[src/rtl/spi_master.sv]
// spi_master
//   Mode-0 (CPOL=0, CPHA=0) SPI master. Each transfer is DATA_W bits
//   (only 8 is verified). A start/busy/done handshake drives it. The serial
//   clock half-period is clk_div clk cycles; clk_div = 0 is treated as 1.
//
//   Ports:
//     clk      in   system clock, rising edge
//     reset_n  in   synchronous active-low reset
//     start    in   transfer request, sampled only in IDLE
//     tx_data  in   byte to send, latched when start is accepted
//     clk_div  in   sclk half-period in clk cycles, latched when start is accepted
//     miso     in   serial data from the slave (not synchronized)
//     busy     out  high while cs_n is low
//     done     out  one-cycle pulse on transfer completion
//     rx_data  out  last received byte, updated with done
//     sclk     out  serial clock, idles low
//     cs_n     out  chip select, idles high
//     mosi     out  serial data to the slave, 0 when idle
//
//   Build option:
//     SPI_MASTER_LSB_FIRST_EN  defined   -> LSB-first shift order
//                              undefined -> MSB-first shift order (default)
//   Timing is the same in both builds.

module spi_master #(
  parameter int unsigned DATA_W = 8
) (
  input  logic              clk,
  input  logic              reset_n,
  input  logic              start,
  input  logic [DATA_W-1:0] tx_data,
  input  logic [7:0]        clk_div,
  input  logic              miso,
  output logic              busy,
  output logic              done,
  output logic [DATA_W-1:0] rx_data,
  output logic              sclk,
  output logic              cs_n,
  output logic              mosi
);

  localparam int unsigned BW = $clog2(DATA_W + 1);

  typedef enum logic [1:0] {
    ST_IDLE,
    ST_LEAD,
    ST_HIGH,
    ST_LOW
  } state_t;

  state_t            state;
  logic [7:0]        half_reg;
  logic [7:0]        half_cnt;
  logic [BW-1:0]     bit_cnt;
  logic [DATA_W-1:0] tx_shift;
  logic [DATA_W-1:0] rx_shift;

  logic [7:0]        h_eff;
  logic              phase_end;
  logic              last_bit;
  logic              tx_first_bit;
  logic [DATA_W-1:0] tx_load_shift;
  logic              tx_next_bit;
  logic [DATA_W-1:0] tx_next_shift;
  logic [DATA_W-1:0] rx_next;

  assign h_eff     = (clk_div == '0) ? 8'd1 : clk_div;
  assign phase_end = (half_cnt == '0);
  // Once all bits have been sampled, the LOW phase that follows is the trail phase.
  assign last_bit  = (bit_cnt == BW'(DATA_W));

  // The shift registers hold only the bits still to be sent. mosi itself
  // carries the bit currently on the wire.
`ifdef SPI_MASTER_LSB_FIRST_EN
  assign tx_first_bit  = tx_data[0];
  assign tx_load_shift = {1'b0, tx_data[DATA_W-1:1]};
  assign tx_next_bit   = tx_shift[0];
  assign tx_next_shift = {1'b0, tx_shift[DATA_W-1:1]};
  assign rx_next       = {miso, rx_shift[DATA_W-1:1]};
`else
  assign tx_first_bit  = tx_data[DATA_W-1];
  assign tx_load_shift = {tx_data[DATA_W-2:0], 1'b0};
  assign tx_next_bit   = tx_shift[DATA_W-1];
  assign tx_next_shift = {tx_shift[DATA_W-2:0], 1'b0};
  assign rx_next       = {rx_shift[DATA_W-2:0], miso};
`endif

  always_ff @(posedge clk) begin
    if (!reset_n) begin
      state    <= ST_IDLE;
      cs_n     <= 1'b1;
      sclk     <= 1'b0;
      mosi     <= 1'b0;
      busy     <= 1'b0;
      done     <= 1'b0;
      rx_data  <= '0;
      tx_shift <= '0;
      rx_shift <= '0;
      half_reg <= 8'd1;
      half_cnt <= '0;
      bit_cnt  <= '0;
    end else begin
      done <= 1'b0;
      case (state)
        ST_IDLE: begin
          if (start) begin
            state    <= ST_LEAD;
            cs_n     <= 1'b0;
            busy     <= 1'b1;
            sclk     <= 1'b0;
            mosi     <= tx_first_bit;
            tx_shift <= tx_load_shift;
            rx_shift <= '0;
            half_reg <= h_eff;
            half_cnt <= h_eff - 8'd1;
            bit_cnt  <= '0;
          end
        end

        ST_LEAD: begin
          if (phase_end) begin
            state    <= ST_HIGH;
            sclk     <= 1'b1;
            rx_shift <= rx_next;
            bit_cnt  <= bit_cnt + BW'(1);
            half_cnt <= half_reg - 8'd1;
          end else begin
            half_cnt <= half_cnt - 8'd1;
          end
        end

        ST_HIGH: begin
          if (phase_end) begin
            state    <= ST_LOW;
            sclk     <= 1'b0;
            half_cnt <= half_reg - 8'd1;
            // In the trail phase mosi keeps the last bit.
            if (!last_bit) begin
              mosi     <= tx_next_bit;
              tx_shift <= tx_next_shift;
            end
          end else begin
            half_cnt <= half_cnt - 8'd1;
          end
        end

        ST_LOW: begin
          if (phase_end) begin
            if (last_bit) begin
              state   <= ST_IDLE;
              cs_n    <= 1'b1;
              busy    <= 1'b0;
              done    <= 1'b1;
              mosi    <= 1'b0;
              rx_data <= rx_shift;
              bit_cnt <= '0;
            end else begin
              state    <= ST_HIGH;
              sclk     <= 1'b1;
              rx_shift <= rx_next;
              bit_cnt  <= bit_cnt + BW'(1);
              half_cnt <= half_reg - 8'd1;
            end
          end else begin
            half_cnt <= half_cnt - 8'd1;
          end
        end

        default: begin
          state <= ST_IDLE;
        end
      endcase
    end
  end

endmodule

[config.mk]
export PLATFORM = sky130hd
export DESIGN_NAME = spi_master
export DESIGN_NICKNAME = d
export VERILOG_FILES = /design/src/rtl/spi_master.sv
export SDC_FILE = /design/constraint.sdc
export NUM_CORES = 1
export LEC_CHECK = 0
export ABC_AREA = 1
export CAP_MARGIN = 0
export CORE_ASPECT_RATIO = 1.1
export CORE_MARGIN = 1
export CORE_UTILIZATION = 50
export DETAILED_ROUTE_END_ITERATION = 6
export PLACE_DENSITY = 0.76
export SLEW_MARGIN = 20
export SYNTH_ARGS = -nofsm -noshare
export SYNTH_HDL_FRONTEND = slang
export SYNTH_SLANG_ARGS = --single-unit
[constraint.sdc]
create_clock -name clk -period 3.2 [get_ports clk]
set_clock_uncertainty 0.2 [all_clocks]
set_input_delay 0.32 -clock clk [delete_from_list [all_inputs] [get_ports clk]]
set_output_delay 0.32 -clock clk [all_outputs]
set_load 0.005 [all_outputs]
==> reports/metrics.cfg <==
[placement]
portBuffers=32
routabilityCongestion=0.849
dp_cells=419
dpl.hpwl_mm=3.68

[finish]
antenna_cells=0
fin_util_pct=63.8
final_cell_mix=nand2_1 (66), nor2_1 (59), dfxtp_1 (50)
drive_gt1_share_pct=9.65
final-instance-count-excl-fill=427
final_common_cell=nand2_1
syn_to_final_growth_pct=19.2
layout.nets=395

[worst_setup_path]
r2r-start=state[0]$_SDFFE_PN0P_
path_class=reg2reg
crit_path_end_kind=register
r2r-end=tx_shift[4]$_SDFFE_PN0P_
arrival_ps=2310
worst-r2r-cell-count=6
worst_setup_path_start_kind=register
r2r_setup_slack_ps=930
path_max_fanout=13
required_ps=3240

[logic_synthesis]
synth.avg_cell_area_um2=6.88
netlist_area_um2=2360
syn_inst=343
ys_seq_elements=50
syn_nets=366
yosysWarningCount=0
ys_types=28
ys_seq_area_share_pct=42.4

[timing]
setup_tns_ps=0
finalHoldViolCount=0
maxSlewViolCount=0
rsz0062_at_grt=no
final-setup-viol-count=0
worst_slew_pin_slew_ps=826
holdWs_ps=249
max_freq_ghz=0.441
relSlewSlack_pct=45.0
fin_crit_sh_pct=70.9
fin_crit_ps=2270

[route]
ant_nets=0
vias_per_cell=5.21
routed_wl_mm=5.08
drt_iter0_drc=109
routedWlPerCell_um=11.9
drc=0
dr.pass1.iters=4
via_count=2225

[clock_tree]
cts_root_buffer=clkbuf_8
h-tree-depth=2
clk_pin_slew_ps=100
cts_hold_buf=0
cts.sinks=50
cts_tree=done
cts_buffer_depth=2
cts_post_setup_buffers_inserted=0
insertion_delay_ps=310
cts-buffers-inserted=5
cts_resized=0

[global_route]
grt_max_degree=31
grt-ovfl-total=0
grt_pass1_wl_mm=8.60
gr-usage-all-layers_pct=22.8
antenna_found_initial=0
grt_pass1_vias=2007

[hold_path]
hold_class=reg2reg
hp-start=tx_shift[6]$_SDFFE_PN0P_
hold_depth=2
hold_end=tx_shift[6]$_SDFFE_PN0P_

[floorplanning]
dieArea_um2=5000
fp.dieH_um=74.1
num_rows=25
die_w_um=67.5
io_pins=33
core-area_um2=4410
start_util_pct=53.5

[power_and_ir_drop]
p_leak_nw=1.18
power_density_nw_per_um2=589
ir_drop_mv=0.358

[job]
max_cap_viol_count=0

[run_status]
status=finished clean

-- kinds of logic (layout without fill, tap and decap cells) --
family / count (synthesis) / count (layout) / share of synthesized area (%)
adder cells (fa/ha/maj): 3 / 3 / 1.59
AND/OR/NAND/NOR: 167 / 167 / 30.7
flip-flops: 50 / 50 / 42.4
AO/OA/AOI/OAI: 74 / 74 / 16.7
buffers and inverters: 49 / 79 / 8.53
-- metrics by stage --
| step | worst slack (ps) | total power [mW] | area, um2 |
|---|---|---|---|
| finish | 932 | 1.66 | 2810 |
| global route | 679 | 1.77 | 2810 |
| CTS | 965 | 1.66 | 2810 |
| detailed placement | 909 | 1.22 | 2700 |
| global placement | 979 | 1.21 | 2700 |
| floorplan | 1330 | 1.10 | 2360 |
-- layout make-up --
type	count	area, um2
timing repair buffer	33	328
multi-input combinational	244	1160
sequential	50	1000
tap	54	67.6
fill	402	1600
inverter	38	145
clock inverter	3	45.0
clock buffer	5	68.8
-- where the power goes --
part	switching, mW	total, mW	leakage [nW]	internal [mW]
clock	0.219	0.452	0.0504	0.233
sequential	0.0541	0.744	0.410	0.690
combinational	0.290	0.461	0.723	0.171
total	0.564	1.66	1.18	1.09
-- layer usage --
layer  global-route usage [%]  up-vias  routed length [um]
li1                         -     1151                   -
met1                     28.5     1031                2420
met2                     38.1       36                2410
met3                     4.91        7                 172
met4                     8.51        0                  70
met5                        0        -                   0
-- cell usage after synthesis (all sizes together) --
cell type	instances	area (um2)
or2	2	12.5
ha	3	37.5
o221a	2	22.5
nor2	71	312
clkbuf	3	11.3
a211o	1	8.76
o21bai	1	7.51
a21oi	35	175
inv	38	145
buf	8	45.0
a211oi	1	7.51
o221ai	1	8.76
dfxtp	50	1000
or3	1	6.26
nand3	19	95.1
nor3	2	10.0
nand2	71	284
nand4	1	6.26
o21ai	33	165
-- worst max-delay path: stages (launching register included) --
cell and delay (ps):
dfxtp_1 630, nor2_4 150, inv_4 130, nor2_2 100, a21oi_1 660, o21ai_0 190
a21oi_1 140
-- how the worst max path moves through the flow --
stage                                     endpoint  slack [ps]  cells past startpoint             startpoint
after floorplan           half_cnt[6]$_SDFFE_PN0P_        1330                     12  state[0]$_SDFFE_PN0P_
after global placement    tx_shift[4]$_SDFFE_PN0P_         980                      6                  start
after detailed placement  tx_shift[4]$_SDFFE_PN0P_         910                      6                  start
after CTS                 tx_shift[4]$_SDFFE_PN0P_         970                      6  state[0]$_SDFFE_PN0P_
after global routing      tx_shift[4]$_SDFFE_PN0P_         680                      6  state[0]$_SDFFE_PN0P_
final                     tx_shift[4]$_SDFFE_PN0P_         930                      6  state[0]$_SDFFE_PN0P_
No activity file was read; power rests on OpenSTA's default activity.
